--- config.mk ---
export PLATFORM = sky130hd
export DESIGN_NAME = regdump_flat
export DESIGN_NICKNAME = d
export VERILOG_FILES = /design/src/rtl/regdump_pkg.sv /design/src/rtl/regdump_if.sv /design/src/rtl/regdump.sv /design/src/flat_wrapper.sv
export SDC_FILE = /design/constraint.sdc
export NUM_CORES = 1
export LEC_CHECK = 0
export ABC_AREA = 1
export ABC_CLOCK_PERIOD_IN_PS = 2100
export CORE_MARGIN = 3
export CORE_UTILIZATION = 45
export CTS_CLUSTER_DIAMETER = 80
export DETAILED_ROUTE_END_ITERATION = 8
export DONT_BUFFER_PORTS = 1
export PLACE_DENSITY = 0.59
export SETUP_SLACK_MARGIN = 0.02
export SLEW_MARGIN = 20
export SYNTH_ARGS = -nofsm -noshare
export SYNTH_HDL_FRONTEND = slang
export SYNTH_SLANG_ARGS = --single-unit
--- constraint.sdc ---
create_clock -name clk -period 2.1 [get_ports clk]
set_input_delay 0.21 -clock clk [delete_from_list [all_inputs] [get_ports clk]]
set_output_delay 0.21 -clock clk [all_outputs]
set_load 0.05 [all_outputs]
--- src/rtl/regdump_pkg.sv ---
// Shared CPU defines for the register-file dump controller: register file
// geometry, frame header byte and dump FSM state encodings.
package regdump_pkg;

  localparam int unsigned REG_COUNT = 8;
  localparam int unsigned REG_W     = 16;
  localparam int unsigned REG_AW    = 3;
  localparam logic [7:0]  DUMP_SYNC = 8'hA5;

  localparam logic [2:0] ST_IDLE = 3'd0;
  localparam logic [2:0] ST_SYNC = 3'd1;
  localparam logic [2:0] ST_LOAD = 3'd2;
  localparam logic [2:0] ST_HI   = 3'd3;
  localparam logic [2:0] ST_LO   = 3'd4;
  localparam logic [2:0] ST_CSUM = 3'd5;

endpackage

--- src/rtl/regdump_if.sv ---
// Dump-side bus: register file read port plus the valid/ready byte stream
// towards the UART/debug transmitter.
interface regdump_if #(
  parameter int unsigned AW = 3,
  parameter int unsigned DW = 16
);
  logic [AW-1:0] rsel;
  logic [DW-1:0] rdata;
  logic [7:0]    tx_data;
  logic          tx_valid;
  logic          tx_ready;

  modport master (
    output rsel, tx_data, tx_valid,
    input  rdata, tx_ready
  );

  modport slave (
    input  rsel, tx_data, tx_valid,
    output rdata, tx_ready
  );
endinterface

--- src/rtl/regdump.sv ---
// Register-file dump controller: sweeps every register through the read port
// and streams SYNC, hi/lo byte pairs and an XOR checksum over valid/ready.
//
// state | meaning
// IDLE  | waiting for start; rsel holds its last value
// SYNC  | presenting the header byte
// LOAD  | capturing rdata for rsel into hold; no byte presented
// HI    | presenting hold[15:8]
// LO    | presenting hold[7:0]; advances rsel or goes to CSUM
// CSUM  | presenting the checksum; done pulses after it transfers
module regdump
  import regdump_pkg::*;
#(
  parameter int unsigned NREGS = REG_COUNT,
  parameter int unsigned AW    = REG_AW,
  parameter int unsigned DW    = REG_W,
  parameter logic [7:0]  SYNC  = DUMP_SYNC
) (
  input  logic      clk,
  input  logic      reset,
  input  logic      start,
  output logic      busy,
  output logic      done,
  regdump_if.master bus
);

  localparam logic [AW-1:0] LAST_IDX = AW'(NREGS - 1);

  logic [2:0]    state_q, state_d;
  logic [AW-1:0] rsel_q, rsel_d;
  logic [DW-1:0] hold_q, hold_d;
  logic [7:0]    csum_q, csum_d;
  logic          done_q, done_d;
  logic          xfer;

  assign xfer = bus.tx_valid && bus.tx_ready;

  always_comb begin
    state_d = state_q;
    rsel_d  = rsel_q;
    hold_d  = hold_q;
    csum_d  = csum_q;
    done_d  = 1'b0;
    case (state_q)
      ST_IDLE: begin
        if (start) begin
          state_d = ST_SYNC;
          rsel_d  = '0;
          csum_d  = '0;
        end
      end
      ST_SYNC: begin
        if (xfer) state_d = ST_LOAD;
      end
      ST_LOAD: begin
        hold_d  = bus.rdata;
        state_d = ST_HI;
      end
      ST_HI: begin
        if (xfer) begin
          csum_d  = csum_q ^ hold_q[DW-1:DW-8];
          state_d = ST_LO;
        end
      end
      ST_LO: begin
        if (xfer) begin
          csum_d = csum_q ^ hold_q[7:0];
          if (rsel_q == LAST_IDX) begin
            state_d = ST_CSUM;
          end else begin
            rsel_d  = rsel_q + AW'(1);
            state_d = ST_LOAD;
          end
        end
      end
      ST_CSUM: begin
        if (xfer) begin
          state_d = ST_IDLE;
          done_d  = 1'b1;
        end
      end
      default: state_d = ST_IDLE;
    endcase
  end

  always_ff @(posedge clk) begin
    if (!reset) begin
      state_q <= ST_IDLE;
      rsel_q  <= '0;
      hold_q  <= '0;
      csum_q  <= '0;
      done_q  <= 1'b0;
    end else begin
      state_q <= state_d;
      rsel_q  <= rsel_d;
      hold_q  <= hold_d;
      csum_q  <= csum_d;
      done_q  <= done_d;
    end
  end

  // Byte lane is a pure decode of registered state, so tx_ready never reaches an output.
  always_comb begin
    bus.tx_data  = 8'h00;
    bus.tx_valid = 1'b0;
    case (state_q)
      ST_SYNC: begin
        bus.tx_data  = SYNC;
        bus.tx_valid = 1'b1;
      end
      ST_HI: begin
        bus.tx_data  = hold_q[DW-1:DW-8];
        bus.tx_valid = 1'b1;
      end
      ST_LO: begin
        bus.tx_data  = hold_q[7:0];
        bus.tx_valid = 1'b1;
      end
      ST_CSUM: begin
        bus.tx_data  = csum_q;
        bus.tx_valid = 1'b1;
      end
      default: begin
        bus.tx_data  = 8'h00;
        bus.tx_valid = 1'b0;
      end
    endcase
  end

  assign bus.rsel = rsel_q;
  assign busy     = (state_q != ST_IDLE);
  assign done     = done_q;

endmodule

--- src/flat_wrapper.sv ---
// flat-port wrapper written by rule: the top's interface ports become plain ports
module regdump_flat import regdump_pkg::*;
#(
  parameter int unsigned NREGS = REG_COUNT,
  parameter int unsigned AW    = REG_AW,
  parameter int unsigned DW    = REG_W,
  parameter logic [7:0]  SYNC  = DUMP_SYNC
)
  (clk, reset, start, busy, done, bus_rsel, bus_tx_data, bus_tx_valid, bus_rdata, bus_tx_ready);
  regdump_if #(.AW(AW), .DW(DW)) bus_i ();
  input  logic clk;
  input  logic reset;
  input  logic start;
  output logic busy;
  output logic done;
  output wire logic [$bits(bus_i.rsel)-1:0] bus_rsel;
  output wire logic [$bits(bus_i.tx_data)-1:0] bus_tx_data;
  output wire logic [$bits(bus_i.tx_valid)-1:0] bus_tx_valid;
  input wire logic [$bits(bus_i.rdata)-1:0] bus_rdata;
  input wire logic [$bits(bus_i.tx_ready)-1:0] bus_tx_ready;
  assign bus_rsel = bus_i.rsel;
  assign bus_tx_data = bus_i.tx_data;
  assign bus_tx_valid = bus_i.tx_valid;
  assign bus_i.rdata = bus_rdata;
  assign bus_i.tx_ready = bus_tx_ready;
  regdump #(.NREGS(NREGS), .AW(AW), .DW(DW), .SYNC(SYNC)) u_core (.clk(clk), .reset(reset), .start(start), .busy(busy), .done(done), .bus(bus_i));
endmodule
==> metrics.md, run 1 <==
| Metric | Value |
|---|---|
| Synth Area in XOR/XNOR | 0 |
| Die height | 66.3 um |
| F_max | approximately 500 MHz |
| Psw | approximately 0.0007 W |
| CTS clk-pin slew, worst paths | 0.10 ns |
| Share of layout cells above drive strength 1 | 0.110 |
| Combinational Power Share | 0.367 |
| VDD IR max | 0.000555 V |
| Simple-gate portion of the synthesized area | 0.425 |
| Worst r2r src | u_core.state_q[2]$_SDFFE_PN0P_ |
| Worst skew pair latency | 0.34 ns |
| Final min period | 1.95 ns |
| Final worst slack | 0.145 ns |
| Total core area | 3420 um2 |
| First-pass GRT wire length | 6360 um |
| Multiplexer area fraction after synthesis | 0 |
| Crit-path max FO | 11 |
| CTS tree | yes |
| Number of cells upsized or downsized after cts | 0 |
| Main combinational cell family by area after synthesis | simple AND/OR/NAND/NOR gates |
| Postcts setup bufs | 0 |
| Crit path kind | register to output pin |
| HP Class | input pin to register |
| Clock share of power | 0.202 |
| Seq/Total Area, Yosys | 0.379 |
| Number of buffers created by CTS | 5 |
| Area delta synth->final | 8.56% |
| Setup slack, reg-to-reg | 0.42 ns |
| Htree depth | 2 |
| Hold path endpoint | u_core.hold_q[13]$_SDFFE_PN0P_ |
| Total gr overflow | 0 |
| Initial Util | 0.479 |
| CTS Sinks | 31 |
| Largest net degree at the start of global routing | 24 |
| Syn Area/Cell | between 6 and 7 um2 |
| Width of the die | 66.3 um |
| Antenna diodes | 0 |
| Post-route DRC | 0 |
| CP required | 1.89 ns |
| Vias | around 1500 |
| Final hold violations | 0 |
| Max-slew headroom | 0.479 |
| Hold Path Origin | reset |
| Gate Count Post-Synth | 253 |
| Critical path, cell by cell | buf_4, nor2_4, nand2_1, nand3_1 |
| RSZ-0062 raised after global routing | no |
| Tcrit/Tclk final | 0.931 |
| CP max-delay cell | nand3_1 |
| Seq pwr share | 0.431 |
| Max-slew violations | 0 |
| Rows | 21 |
| Gp weighted congestion | a little under 0.9 |
| DR iter-0 viols | 104 |
| DP HPWL | 2720 um |
| Total wire length | 3720 um |
| Die area | 4400 um2 |
| Clk buf depth | 2 |
| Pwr dens | around 950 nW/um2 |
| Nets | 285 |
| Yosys cell types | 22 |
| Setup crit end kind | output pin |
| Clock skew | between 0.005 and 0.006 ns |
| Slowest Stage Delay on Critical Path | approximately 0.44 ns |
| Number of max-cap violations | 0 |
| Complex-gate fraction of the synthesized area | 0.108 |
| Setup TNS | 0 ns |
| Measured slew at the worst slew-check pin | 0.779 ns |
| Leakage power | slightly below 0.8 nW |
| Drt pass-1 iters | 4 |
| Sw frac | 0.422 |
| Arr. time, crit path | 1.74 ns |
| Worst r2r path cells | 8 |
| Final setup fails | 0 |
| Yosys warning count | 0 |
| Status | complete, no violations |
| Fill count | 381 |
| Tot Pwr | 0.00169 W |
| Area of the multi-input gates | 897 um2 |
| Port buffer count | 0 |
| Antenna violations before repair | 0 |
| P_int | 0.000977 W |
| Mapped Area | 1640 um2 |
| Routed WL per cell | 12.0 um |
| Number of synthesized register bits | 31 |
| I/O pins | 34 |
| Clk root buf | clkbuf_4 |
| Worst setup SP type | register |
| Gr usage total | 0.192 |
| Via/cell ratio | 4.90 |
| Vias in the first global route | 1295 |
| Remaining antenna violation count | 0 |
| RR Endpoint | u_core.csum_q[5]$_SDFFE_PN0P_ |
| Post-synth net total | 275 |
| Place WS | 0.424 ns |
| Hold Path Depth | 2 |
| Post-Synth Adder-Cell Area | 0.0153 |
| Flip-flop and latch area | 621 um2 |
[worst max path at each step]
stage | slack (ns) | end | from
detailed placement | 0.42 | u_core.csum_q[5]$_SDFFE_PN0P_ | u_core.state_q[2]$_SDFFE_PN0P_
finish | 0.15 | bus_tx_data[3] | u_core.state_q[2]$_SDFFE_PN0P_
floorplan | 0.30 | u_core.state_q[1]$_SDFFE_PN0P_ | u_core.state_q[0]$_SDFFE_PN0P_
global placement | 0.48 | u_core.csum_q[4]$_SDFFE_PN0P_ | u_core.state_q[2]$_SDFFE_PN0P_
CTS | 0.13 | bus_tx_data[1] | u_core.state_q[2]$_SDFFE_PN0P_
global route | 0.04 | bus_tx_data[3] | u_core.state_q[2]$_SDFFE_PN0P_
[per-stage QoR]
step / hold slack, ns / utilization / instances / area [um2]
after floorplan: 0.377 / - / 253 / 1640
after global placement: 0.335 / 0.499 / 300 / 1700
after detailed placement: 0.337 / 0.499 / 300 / 1700
after CTS: 0.00109 / 0.520 / 310 / 1780
after global routing: 0.00855 / 0.520 / 310 / 1780
final: 0.0108 / 0.520 / 310 / 1780
[cell usage in the layout, fill, tap and decap left out, types with 2 or more instances in the layout]
master / synthesis / routed
nor2_2: 2 / 2
o21ai_0: 21 / 21
ha_1: 2 / 2
buf_4: 2 / 11
nor2_1: 48 / 48
nand2_1: 85 / 85
nand2_2: 2 / 2
clkbuf_4: 0 / 5
inv_1: 12 / 12
nand3_1: 23 / 23
a21oi_2: 3 / 3
nor2_4: 2 / 2
dlygate4sd3_1: 0 / 2
dfxtp_1: 31 / 31
a21oi_1: 9 / 9
[cells by family after synthesis]
family,count (synthesis)
AOI/OAI and AO/OA,33
adders and majority gates,2
buffers and inverters,22
DFF,31
and+or+nand+nor,165
[area by class of cell]
cell class	instances	share of cell area
clock buffer	6	0.0232
clock inverter	2	0.00704
inverter	12	0.0254
multi-input combinational	200	0.505
sequential	31	0.349
tap	46	0.0324
timing repair buffer	13	0.0577
[flip-flops by register name, summed over array words and instances (netlist names)]
name	cells
u_core.bus.rsel	3
u_core.csum_q	8
u_core.done	1
u_core.hold_q	16
u_core.state_q	3
[cells in the mapped netlist, drive strengths merged]
cell    instances  area, um2
clkbuf          3       22.5
buf             7       51.3
ha              2       25.0
nand3          24        133
nor3            1       5.00
dfxtp          31        621
o21ai          21        105
a21oi          12       71.3
nor2           52        215
nand2          88        343
inv            12       45.0
[what timing repair did]
| action | CTS | global route |
|---|---|---|
| endpoints found under the setup margin | 0 | 0 |
| hold buffers | 2 | 0 |
| endpoints found under the hold margin | 23 | 0 |
[layer usage]
metal | vias up | track usage | routed length [um] | share of wire
met1 | 645 | 0.290 | 1990 | 0.53
met2 | 42 | 0.244 | 1460 | 0.39
li1 | 826 | - | - | -
met3 | 7 | 0.0510 | 216 | 0.058
met4 | 0 | 0.0914 | 55 | 0.015
met5 | - | 0 | 0 | 0
[power groups by stage]
stage | registers [W] | clock network (W) | logic (W)
after floorplan | 0.000752 | 0 | 0.000495
after global placement | 0.000741 | 0 | 0.000612
after detailed placement | 0.000743 | 0 | 0.000615
after CTS | 0.000729 | 0.000354 | 0.000625
after global routing | 0.000739 | 0.000387 | 0.000697
final | 0.000729 | 0.000342 | 0.000619
[critical path, delay by kind of cell (launching register included)]
kind          cells  cell delay, ns
buf+inv           1            0.23
flops             1            0.43
simple gates      3            0.74
No activity file was read; power rests on OpenSTA's default activity.
==> run 2: changes to the inputs <==
CORE_UTILIZATION = 60   (was 45)
PLACE_DENSITY = 0.75   (was 0.59)
==> run 2 against run 1 <==
  * Routed wire length fell by 0.86%
  * Via count grew 4.0%
  * Highest routed layer unchanged
  * Global-route usage increased by 5.1 points
  * Largest cell class unchanged
  * Largest power group unchanged
  * Non-clock buffer count decreased by 2
  * Critical endpoint is now bus_tx_data[6]
==> metrics.md, run 2 (synthesis results as in run 1) <==
| Metric | Value |
|---|---|
| Leakage power | 0.796 nW (was 0.792 nW) |
| Measured slew at the worst slew-check pin | 0.543 ns (was 0.779 ns) |
| Vias | 1581 (was 1520) |
| Number of max-cap violations | 0 (unchanged) |
| CTS Sinks | 31 (unchanged) |
| Nets | 283 (was 285) |
| Gr usage total | 0.243 (was 0.192) |
| Crit path kind | register to output pin (unchanged) |
| Setup crit end kind | output pin (unchanged) |
| I/O pins | 34 (unchanged) |
| Htree depth | 2 (unchanged) |
| Final core utilization | 0.691 (was 0.520) |
| Final setup fails | 0 (unchanged) |
| Max-slew violations | 0 (unchanged) |
| Fill count | 243 (was 381) |
| Die height | 58.2 um (was 66.3 um) |
| Final min period | 1.98 ns (was 1.95 ns) |
| F_max | 505 MHz (was 512 MHz) |
| HP Class | input pin to register (unchanged) |
| Number of buffers created by CTS | 5 (unchanged) |
| DP HPWL | 2700 um (was 2720 um) |
| Clock skew | 0.0112 ns (was 0.00501 ns) |
| Total core area | 2540 um2 (was 3420 um2) |
| VDD IR max | 0.000634 V (was 0.000555 V) |
| Hold Slack | 0.00784 ns (was 0.0108 ns) |
| Crit-path max FO | 13 (was 11) |
| Routed WL per cell | 12.6 um (was 12.0 um) |
| Pwr dens | 993 nW/um2 (was 951 nW/um2) |
| Area of the multi-input gates | 902 um2 (was 897 um2) |
| Post-route DRC | 0 (unchanged) |
| Placed Area | 1680 um2 (was 1700 um2) |
| Area delta synth->final | 7.49% (was 8.56%) |
| Worst skew pair latency | 0.33 ns (was 0.34 ns) |
| Share of layout cells above drive strength 1 | 0.107 (was 0.110) |
| Tcrit/Tclk final | 0.943 (was 0.931) |
| Tot Pwr | 0.00175 W (was 0.00169 W) |
| Clk buf depth | 2 (unchanged) |
| Max-slew headroom | 0.637 (was 0.479) |
| DR iter-0 viols | 86 (was 104) |
| Total gr overflow | 0 (unchanged) |
| Worst setup SP type | register (unchanged) |
| Arr. time, crit path | 1.77 ns (was 1.74 ns) |
| Width of the die | 58.2 um (was 66.3 um) |
| Die area | 3390 um2 (was 4400 um2) |
| Setup TNS | 0 ns (unchanged) |
| Final hold violations | 0 (unchanged) |
| CTS clk-pin slew, worst paths | 0.10 ns (about the same) |
| Postcts setup bufs | 0 (unchanged) |
| CP required | 1.89 ns (about the same) |
| Most frequent cells in the layout | 85 x nand2_1, 48 x nor2_1, 31 x dfxtp_1 (unchanged) |
| Largest net degree at the start of global routing | 21 (was 24) |
| Total wire length | 3690 um (was 3720 um) |
| CTS tree | yes (unchanged) |
| Antenna diodes | 0 (unchanged) |
| Gp weighted congestion | 0.808 (was 0.870) |
| Antenna violations before repair | 0 (unchanged) |
| Commonest non-fill, non-tap cell in the layout | nand2_1 (unchanged) |
| Flip-flop and latch area | 621 um2 (unchanged) |
| Non-Filler Cell Area, Final | 1760 um2 (was 1780 um2) |
| Rows | 18 (was 21) |
| Number of flip-flops under the largest register name | 16 (unchanged) |
| Status | complete, no violations (unchanged) |
| RSZ-0062 raised after global routing | no (unchanged) |
| Vias in the first global route | 1495 (was 1295) |
| Clk root buf | clkbuf_4 (unchanged) |
| Register with the most flip-flops | u_core.hold_q (unchanged) |
| Via/cell ratio | 5.41 (was 4.90) |
| Initial Util | 0.643 (was 0.479) |
| Remaining antenna violation count | 0 (unchanged) |
| Largest regs | u_core.hold_q (16), u_core.csum_q (8) (unchanged) |
| First-pass GRT wire length | 6310 um (was 6360 um) |
| Port buffer count | 0 (unchanged) |
| Drt pass-1 iters | 4 (unchanged) |
run 2: cell types whose count changed in the layout (fill, tap and decap cells not counted), sizes merged:
cell	delta
buf	-1
clkbuf	+2
clkinv	-1
clkinvlp	-1
dlygate4sd3	-1
run 2: power by group:
group / switching (W) / internal, W
clock network: 0.000198 / 0.000197
logic: 0.000435 / 0.000187
registers: 0.0000748 / 0.000655
total: 0.000707 / 0.00104
run 2: path summary, 6_finish.rpt:
| kind | from | end | slack (ns) | cells past startpoint |
|---|---|---|---|---|
| max | u_core.state_q[2]$_SDFFE_PN0P_ | bus_tx_data[6] | 0.12 | 3 |
| min | reset | u_core.hold_q[15]$_SDFFE_PN0P_ | 0.008 | 2 |
| max reg2reg | u_core.state_q[2]$_SDFFE_PN0P_ | u_core.csum_q[5]$_SDFFE_PN0P_ | 0.35 | 7 |
| min reg2reg | u_core.hold_q[6]$_SDFFE_PN0P_ | u_core.hold_q[6]$_SDFFE_PN0P_ | 0.51 | 2 |
run 2: layout make-up:
type	instances	share of cell area
Tap cell	30	0.0213
Clock buffer	8	0.0391
Inverter	12	0.0256
Multi-Input combinational cell	200	0.513
Timing Repair Buffer	11	0.0484
Sequential cell	31	0.353
run 2: routing by layer:
| metal | GRT usage | wire length (um) | up-vias | part of all wire |
|---|---|---|---|---|
| met2 | 0.411 | 1780 | 62 | 0.48 |
| met5 | 0 | 0 | - | 0 |
| li1 | - | - | 816 | - |
| met3 | 0.0579 | 263 | 10 | 0.071 |
| met4 | 0.103 | 82 | 0 | 0.022 |
| met1 | 0.293 | 1560 | 693 | 0.42 |
run 2: timing repair:
item | CTS | global route
gates resized for setup | 0 | 1
setup endpoints to repair | 0 | 7
hold buffers | 1 | 0
endpoints found under the hold margin | 9 | 0
run 2: critical path, stage by stage (launching register included):
cell and delay, ns:
dfxtp_1 0.59, buf_4 0.28, nand3_1 0.14, nand3_1 0.43
run 2: stage by stage:
stage          worst slack, ns  cells
6_report                 0.121    292
5_1_grt                 0.0289    292
4_1_cts                 0.0720    292
2_1_floorplan            0.301    253
3_3_place_gp             0.434    283
3_5_place_dp             0.343    283
